===== src/rtl/cla_pkg.sv =====
// cla_pkg
// Shared types and constants for the chunked carry-lookahead adder.
//   claState_e      : sequencer states (IDLE, RUN, DONE), 2-bit encoding
//   CLA_CHUNK       : bits handled by one lookahead slice per cycle
//   claChunkCount() : number of slice passes needed for a given operand width
package cla_pkg;

    typedef enum logic [1:0] {
        IDLE = 2'd0,
        RUN  = 2'd1,
        DONE = 2'd2
    } claState_e;

    localparam int CLA_CHUNK = 4;

    function automatic int claChunkCount(input int width);
        return width / CLA_CHUNK;
    endfunction

endpackage


===== src/rtl/cla4_slice.sv =====
// cla4_slice
// Purely combinational 4-bit carry-lookahead block.
// Ports:
//   p[4:1]  in   propagate terms (a ^ b) per bit
//   g[4:1]  in   generate terms (a & b) per bit
//   c0      in   carry into bit 1
//   c[4:1]  out  carry out of each bit position (c[4] is the chunk carry-out)
//   ps      out  group propagate for building a larger lookahead tree
//   gs      out  group generate for building a larger lookahead tree
// The chunk sum is formed by the user as p ^ {c[3:1], c0}.
module cla4_slice (
    input  logic [4:1] p,
    input  logic [4:1] g,
    input  logic       c0,
    output logic [4:1] c,
    output logic       ps,
    output logic       gs
);

    // Fully flattened lookahead equations: every carry depends only on
    // p, g and c0, so there is no ripple path through the slice.
    always_comb begin
        c[1] = g[1] | (p[1] & c0);
        c[2] = g[2] | (p[2] & g[1]) | (p[2] & p[1] & c0);
        c[3] = g[3] | (p[3] & g[2]) | (p[3] & p[2] & g[1])
             | (p[3] & p[2] & p[1] & c0);
        c[4] = g[4] | (p[4] & g[3]) | (p[4] & p[3] & g[2])
             | (p[4] & p[3] & p[2] & g[1])
             | (p[4] & p[3] & p[2] & p[1] & c0);
        ps   = &p;
        gs   = g[4] | (p[4] & g[3]) | (p[4] & p[3] & g[2])
             | (p[4] & p[3] & p[2] & g[1]);
    end

endmodule


===== src/rtl/cla_chunk_sequencer.sv =====
// cla_chunk_sequencer
// Multi-cycle WIDTH-bit adder that reuses a single 4-bit lookahead slice,
// one chunk per cycle starting at the LSB, carrying c4 between chunks.
// Ports:
//   clk        in   sole clock, rising edge
//   rst        in   synchronous active-high reset (aborts any operation)
//   in_valid   in   operands a/b/cin valid
//   in_ready   out  high only in IDLE
//   a, b       in   WIDTH-bit operands
//   cin        in   carry into chunk 0
//   sub        in   (only with CLA_SEQ_SUB_EN) compute a-b instead of a+b
//   out_valid  out  high in DONE
//   out_ready  in   consumer accepts the result
//   sum        out  WIDTH-bit result
//   cout       out  carry out of the top chunk (for subtract: 1 = no borrow)
//   busy       out  high in RUN or DONE
// Optional feature macro: CLA_SEQ_SUB_EN adds the `sub` port.
module cla_chunk_sequencer
    import cla_pkg::*;
#(
    parameter int WIDTH = 32
) (
    input  logic             clk,
    input  logic             rst,
    input  logic             in_valid,
    output logic             in_ready,
    input  logic [WIDTH-1:0] a,
    input  logic [WIDTH-1:0] b,
    input  logic             cin,
`ifdef CLA_SEQ_SUB_EN
    input  logic             sub,
`endif
    output logic             out_valid,
    input  logic             out_ready,
    output logic [WIDTH-1:0] sum,
    output logic             cout,
    output logic             busy
);

    localparam int N     = claChunkCount(WIDTH);
    localparam int IDX_W = (N > 1) ? $clog2(N) : 1;
    localparam logic [IDX_W-1:0] LAST_IDX = IDX_W'(N - 1);

    if ((WIDTH % CLA_CHUNK) != 0 || WIDTH < CLA_CHUNK) begin : gWidthCheck
        $error("cla_chunk_sequencer: WIDTH must be a positive multiple of 4");
    end

    claState_e        state_q, state_d;
    logic [WIDTH-1:0] a_q, a_d;
    logic [WIDTH-1:0] b_q, b_d;
    logic [WIDTH-1:0] sum_q, sum_d;
    logic [IDX_W-1:0] idx_q, idx_d;
    logic             carry_q, carry_d;
    logic             cout_q, cout_d;

    logic [CLA_CHUNK-1:0] aChunk;
    logic [CLA_CHUNK-1:0] bChunk;
    logic [4:1]           sliceP;
    logic [4:1]           sliceG;
    logic [4:1]           sliceC;
    logic [CLA_CHUNK-1:0] sliceSum;
    logic                 unusedPs;
    logic                 unusedGs;

    // Select the chunk addressed by the index and form propagate/generate.
    always_comb begin
        aChunk   = a_q[idx_q*CLA_CHUNK +: CLA_CHUNK];
        bChunk   = b_q[idx_q*CLA_CHUNK +: CLA_CHUNK];
        sliceP   = aChunk ^ bChunk;
        sliceG   = aChunk & bChunk;
        sliceSum = sliceP ^ {sliceC[3:1], carry_q};
    end

    cla4_slice uSlice (
        .p  (sliceP),
        .g  (sliceG),
        .c0 (carry_q),
        .c  (sliceC),
        .ps (unusedPs),
        .gs (unusedGs)
    );

    // Next-state and handshake outputs. Subtraction is folded into the
    // operand latch (b inverted, carry forced to 1) so RUN is add-only.
    always_comb begin
        state_d   = state_q;
        a_d       = a_q;
        b_d       = b_q;
        sum_d     = sum_q;
        idx_d     = idx_q;
        carry_d   = carry_q;
        cout_d    = cout_q;
        in_ready  = 1'b0;
        out_valid = 1'b0;
        busy      = 1'b0;

        case (state_q)
            IDLE: begin
                in_ready = 1'b1;
                if (in_valid) begin
                    a_d     = a;
                    b_d     = b;
                    carry_d = cin;
`ifdef CLA_SEQ_SUB_EN
                    if (sub) begin
                        b_d     = ~b;
                        carry_d = 1'b1;
                    end
`endif
                    idx_d   = '0;
                    state_d = RUN;
                end
            end
            RUN: begin
                busy = 1'b1;
                sum_d[idx_q*CLA_CHUNK +: CLA_CHUNK] = sliceSum;
                carry_d = sliceC[4];
                idx_d   = idx_q + 1'b1;
                if (idx_q == LAST_IDX) begin
                    cout_d  = sliceC[4];
                    state_d = DONE;
                end
            end
            DONE: begin
                busy      = 1'b1;
                out_valid = 1'b1;
                if (out_ready) begin
                    state_d = IDLE;
                end
            end
            default: begin
                state_d = IDLE;
            end
        endcase
    end

    always_ff @(posedge clk) begin
        if (rst) begin
            state_q <= IDLE;
            a_q     <= '0;
            b_q     <= '0;
            sum_q   <= '0;
            idx_q   <= '0;
            carry_q <= 1'b0;
            cout_q  <= 1'b0;
        end else begin
            state_q <= state_d;
            a_q     <= a_d;
            b_q     <= b_d;
            sum_q   <= sum_d;
            idx_q   <= idx_d;
            carry_q <= carry_d;
            cout_q  <= cout_d;
        end
    end

    assign sum  = sum_q;
    assign cout = cout_q;

endmodule

===== config.mk =====
export PLATFORM = sky130hd
export DESIGN_NAME = cla_chunk_sequencer
export DESIGN_NICKNAME = d
export VERILOG_FILES = /design/src/rtl/cla_pkg.sv /design/src/rtl/cla4_slice.sv /design/src/rtl/cla_chunk_sequencer.sv
export SDC_FILE = /design/constraint.sdc
export NUM_CORES = 1
export LEC_CHECK = 0
export BUFFER_PORTS_ARGS = -buffer_cell sky130_fd_sc_hd__buf_2
export CORE_MARGIN = 8
export CORE_UTILIZATION = 30
export CTS_CLUSTER_SIZE = 20
export DETAILED_ROUTE_END_ITERATION = 6
export GPL_ROUTABILITY_DRIVEN = 1
export PLACE_DENSITY = 0.59
export SLEW_MARGIN = 20
export SYNTH_ARGS = -nofsm -noshare
export SYNTH_HDL_FRONTEND = slang
export SYNTH_SLANG_ARGS = --single-unit

===== constraint.sdc =====
create_clock -name clk -period 8.36 [get_ports clk]
set_input_delay 1.254 -clock clk [delete_from_list [all_inputs] [get_ports clk]]
set_output_delay 1.254 -clock clk [all_outputs]
set_load 0.02 [all_outputs]

-- Word-level counts from Yosys, hierarchy flattened
Cells that the tools add are included.
- muxes and demuxes: 12
- add/sub/neg operators: 2
- reductions and logical operators: 7
- bitwise operators: 29
- multipliers: 0
- div/mod/pow operators: 0
- magnitude comparators: 0
- shift-type cells: 4
- equal/unequal tests: 6
- operators with widths (cell ; count):
    32-bit by 6-bit indexed part select with 4-bit output ; 2
    5-bit negator with 34-bit output ; 1
    4-bit by 34-bit variable shift with 32-bit output (first input constant) ; 1
    4-bit by 34-bit indexed part select with 32-bit output ; 1
    32-bit bitwise mux ; 1
    1-bit AND ; 16
    1-bit OR ; 10
    4-bit bitwise XOR ; 2
    2-bit 2-to-1 mux ; 3
    2-bit != test (second input constant) ; 3
    2-bit case mux with 3 select lines ; 1
    3-bit case mux with 2 select lines ; 1
    2-bit AND reduction ; 3
    4-bit AND ; 1
    1-bit 2-to-1 mux ; 4
    3-bit by 1-bit adder with 3-bit output (second input constant) ; 1
    3-bit equality test (second input constant) ; 1
    3-bit 2-to-1 mux ; 1
    3-bit AND reduction ; 1
    2-bit by 1-bit equality test with 1-bit output (second input constant) ; 1
    2-bit equality test (second input constant) ; 1
    2-bit logical NOT ; 1
    1-bit case mux with 2 select lines ; 1
    2-bit nonzero test ; 1
    2-bit OR reduction ; 1
- flip-flop bits (word level): 103
- bits of input ports: 69
- memories kept: 0
- bits in writable memories: 0
- bits in latches: 0
- memory bits (read-only): 0

-- Logic depth before layout (Yosys ltp)
- depth in word-level cells: 9
- mapped depth: 11
- gate-level depth less buffers: 8

-- Hierarchy
A second synthesis with hierarchy kept.
- cell total of the unflattened synthesis: 535
- area, all modules: 4648.2 um^2
- by module, submodules not included (module ; times used ; area an instance (um^2) ; cells each):
    cla_chunk_sequencer ; 1 ; 4588.2 ; 525
    cla4_slice ; 1 ; 60.1 ; 10

-- Worst setup path before layout
Ideal clock, no wire load.
- path kind: flip-flop to flip-flop
- from: register idx_q[0]
- to: register sum_q[27], in the netlist sum[27]
- arrival: 2.707 ns
- library setup time: 0.095 ns
- required time: 8.265 ns
- cell stages (with the launch flop): 12
- buffers on the path: 3
- setup slack: 5.558 ns
- clock period less this slack: 2.802 ns
- cells stage by stage: dfxtp_1 buf_6 buf_2 mux4_2 nand2_1 nand2_1 ha_1 a211o_1 a21oi_2 buf_4 nand3_1 o311ai_1
- cells in the longest elaborated chain, start to end: 9
- elaborated cells between the ends (all ways): 24
- RTL lines (item ; RTL line ; text):
    from (decl) ; cla_chunk_sequencer.sv:52 ; logic [IDX_W-1:0] idx_q, idx_d;
    from (signal assigned) ; cla_chunk_sequencer.sv:151 ; idx_q <= idx_d;
    32-bit by 6-bit indexed part select with 4-bit output (on tied branches) ; cla_chunk_sequencer.sv:67, cla_chunk_sequencer.sv:68 ;
    4-bit bitwise XOR or 4-bit AND (tied branches) ; cla_chunk_sequencer.sv:69, cla_chunk_sequencer.sv:70 ;
    1-bit AND (on tied branches) ; cla4_slice.sv:25, cla4_slice.sv:26 ;
    1-bit OR (tied with other cells) ; cla4_slice.sv:25 ; c[3] = g[3] | (p[3] & g[2]) | (p[3] & p[2] & g[1])
    1-bit OR or 1-bit AND (tied branches) ; cla4_slice.sv:25, cla4_slice.sv:26 ;
    1-bit OR ; cla4_slice.sv:26 ; | (p[3] & p[2] & p[1] & c0);
    4-bit bitwise XOR ; cla_chunk_sequencer.sv:71 ; sliceSum = sliceP ^ {sliceC[3:1], carry_q};
    4-bit by 34-bit indexed part select with 32-bit output ; cla_chunk_sequencer.sv:116 ; sum_d[idx_q*CLA_CHUNK +: CLA_CHUNK] = sliceSum;
    32-bit bitwise mux * ; cla_chunk_sequencer.sv:116 ;
    to (signal assigned) ; cla_chunk_sequencer.sv:150 ; sum_q <= sum_d;
    to (decl) ; cla_chunk_sequencer.sv:51 ; logic [WIDTH-1:0] sum_q, sum_d;
Mark *: on every way between the ends. The rest lies on a longest branch, timed or not.
A chain may end at the register's enable or synchronous reset.

-- Worst setup path after layout
- from: register idx_q[0]
- to: register cout_q, in the netlist cout
- cells in the longest elaborated chain, start to end: 7
- elaborated cells between the ends (all ways): 17
- RTL lines (item ; RTL line ; text):
    32-bit by 6-bit indexed part select with 4-bit output (on tied branches) ; cla_chunk_sequencer.sv:67, cla_chunk_sequencer.sv:68 ;
    4-bit bitwise XOR or 4-bit AND (tied branches) ; cla_chunk_sequencer.sv:69, cla_chunk_sequencer.sv:70 ;
    1-bit AND (on tied branches) ; cla4_slice.sv:27, cla4_slice.sv:28, cla4_slice.sv:29 ;
    1-bit OR or 1-bit AND (tied branches) ; -- ;
    1-bit OR (tied with other cells) ; -- ;
    1-bit OR or 1-bit AND (tied branches) ; -- ;
    1-bit OR ; cla4_slice.sv:29 ; | (p[4] & p[3] & p[2] & p[1] & c0);
    to (signal assigned) ; cla_chunk_sequencer.sv:153 ; cout_q <= cout_d;
    to (decl) ; cla_chunk_sequencer.sv:54 ; logic cout_q, cout_d;
Several ways; a longest one is shown, not always the timed one.

==> impl_metrics.json <==
{
  "status": "completed",
  "syn_area_per_cell_sq_um": 8.36,
  "p_seq_share_pct": 41.3,
  "first_pass_iters": 6,
  "slew_violations": 0,
  "grt_max_degree": 108,
  "drc": 0,
  "synthCells": 569,
  "cts_sinks": 103,
  "ys_warn_count": 0,
  "start_util_pct": 30.3,
  "num_vias": 4057,
  "max_cap_violations": 0,
  "layout.cells.most_common": "nand2_1",
  "final_cell_mix": "nand2_1, buf_2, dfxtp_1",
  "cts_setup_buffers": 0,
  "core_area_sq_um": 15700,
  "postCtsHoldBufs": 0,
  "synth-xor-area-share_pct": 0.184,
  "htree_levels": 3,
  "synthArstFlopShare_pct": 0,
  "switching_share_pct": 36.5,
  "clock_power_share_pct": 27.8,
  "rrSetupSlack_ps": 4990,
  "fin_cells": 870,
  "antenna_found_initial": 0,
  "finalSetupTns_ps": 0,
  "pre_cts_ws_ps": 4960,
  "fin_ws_ps": 4990,
  "drt_first_iter_violations": 234,
  "r2r_cells": 8,
  "die_w_um": 142,
  "cts-buffers-inserted": 9,
  "r2r-start": "idx_q[0]",
  "dieArea_sq_um": 20100,
  "cts_buffer_depth": 2,
  "io_buffers": 104,
  "drt-vias-per-instance": 4.66,
  "yosys.area_share.simple_pct": 25.2,
  "endpoint": "cout",
  "ys_seq_area_share_pct": 43.3,
  "nets": 734,
  "clkTransAtPathRegs_ps": 70,
  "p_leak_nw": 2.25,
  "synth_fa_ha_area_share_pct": 4.37,
  "r2r-end": "cout",
  "ios": 105,
  "cp.required_ps": 8550,
  "finalHoldViolCount": 0,
  "worstMarginPinSlew_ps": 1110,
  "post_drt_wl_per_cell_um": 14.5,
  "rsz0062_at_grt": "no",
  "synth_top_family_by_area": "simple AND/OR/NAND/NOR gates",
  "gp_congestion": 0.744,
  "track_usage_pct": 12.9,
  "fin_crit_sh_pct": 40.3,
  "synthDistinctLibCells": 52,
  "setup_viol": 0,
  "worst-setup-path-type": "flop to flop",
  "grt_pass1_wl_um": 20500,
  "grt_pass1_vias": 3925,
  "synth_edf_count": 0,
  "p_int_mw": 0.943,
  "crit_path_end_kind": "flop",
  "insertion_delay_ps": 360,
  "crit_start": "idx_q[0]",
  "worstPathMaxFanout": 28,
  "rows": 46,
  "arrival_ps": 3560,
  "place_inst": 854,
  "cts_resized": 0,
  "yosys_register_bits": 103,
  "drive_gt1_share_pct": 23.9,
  "holdCritPathClass": "flop to flop",
  "clock.fmax_mhz": 297,
  "p_comb_share_pct": 30.9,
  "die_y_um": 142,
  "synth-compound-area-share_pct": 14.0,
  "synth.area.mux_share_pct": 8.42,
  "place_hpwl_um": 9150,
  "ant_nets": 0,
  "min_path_cells": 2,
  "final.min_clock_period_ps": 3370,
  "power_density_nw_per_um2": 261,
  "clock_skew_ps": 8.31,
  "vdd_drop_max_mv": 0.150,
  "crit_path_start_kind": "flop",
  "syn-num-nets": 654,
  "switching_power_mw": 0.542,
  "cts_tree": "yes",
  "max_slew_margin_pct": 25.9,
  "wirelength_um": 12600,
  "diodes": 0,
  "netlist_area_sq_um": 4760,
  "synth_top_flop_cell": "dfxtp_1",
  "grt_overflow_total": 0,
  "syn_to_final_growth_pct": 19.4,
  "cts_root_buf": "clkbuf_16"
}
[critical path: stages (launching register included)]
cell and delay (ps):
dfxtp_2 880, mux4_2 590, nand2_1 80, nand2_1 120, ha_1 330, a211o_1 310
a21oi_2 610, nand2b_1 190, a311oi_1 80
[synth_stat cells (all sizes together) (6+ instances only)]
cell type / number / area [sq um]
nand2: 191 / 717
dfxtp: 103 / 2060
a21oi: 90 / 458
clkbuf: 23 / 86.3
nor2: 19 / 73.8
nand3: 17 / 85.1
mux4: 16 / 360
ha: 15 / 188
buf: 14 / 98.8
nand3b: 9 / 67.6
inv: 7 / 26.3
nand4: 6 / 37.5
nor3: 6 / 46.3
o311ai: 6 / 52.6
[layout make-up]
class | count | area, sq um
sequential | 103 | 2060
clock inverter | 6 | 52.6
fill | 1675 | 10000
multi-input combinational | 421 | 2480
clock buffer | 10 | 239
inverter | 8 | 30.0
tap | 216 | 270
timing repair buffer | 106 | 538
[how the worst min path moves through the flow]
stage / from / end / slack, ps
after floorplan: a_q[10] / a_q[10] / 430
after global placement: sum[8] / sum[8] / 440
after detailed placement: sum[8] / sum[8] / 440
after CTS: sum[8] / sum[8] / 450
after global routing: sum[9] / sum[9] / 470
final: sum[8] / sum[8] / 450
[power groups by stage]
stage / registers [mW] / logic (mW) / clock network (mW)
after floorplan: 0.600 / 0.372 / 0
after global placement: 0.624 / 0.461 / 0
after detailed placement: 0.625 / 0.464 / 0
after CTS: 0.614 / 0.464 / 0.426
after global routing: 0.624 / 0.515 / 0.446
final: 0.613 / 0.458 / 0.413
[sequential cells by signal, summed over array words and instances (netlist names)]
name and flops:
a_q 32, b_q 32, sum 32, idx_q 3, state_q 2, carry_q 1
cout 1
[cell families (layout without fill, tap and decap cells)]
logic type                 after synthesis  count (layout)
and+or+nand+nor                        271             271
buffers and inverters                   45             130
DFF                                    103             103
adders and majority gates               16              16
xor gates and xnor gates                 1               1
AOI/OAI and AO/OA                      113             113
muxes                                   20              20
[layer usage]
layer  vias up  part of all wire [%]  routed length, um  track usage (%)
met1      1843                    48               6050             16.9
met5         -                     0                  0                0
met3        12                   5.6                707             3.76
met2        98                    45               5710             19.9
li1       2104                     -                  -                -
met4         0                   1.4                177             4.41
[stage by stage]
step	power [mW]	utilization (%)	hold WS, ps	cell area [sq um]
after floorplan	0.972	-	433	4760
after global placement	1.09	34.3	438	5390
after detailed placement	1.09	34.3	442	5390
after CTS	1.50	36.1	452	5680
after global routing	1.58	36.1	470	5680
final	1.48	36.1	449	5680
Note: power is estimated with default switching activity, not from simulation.
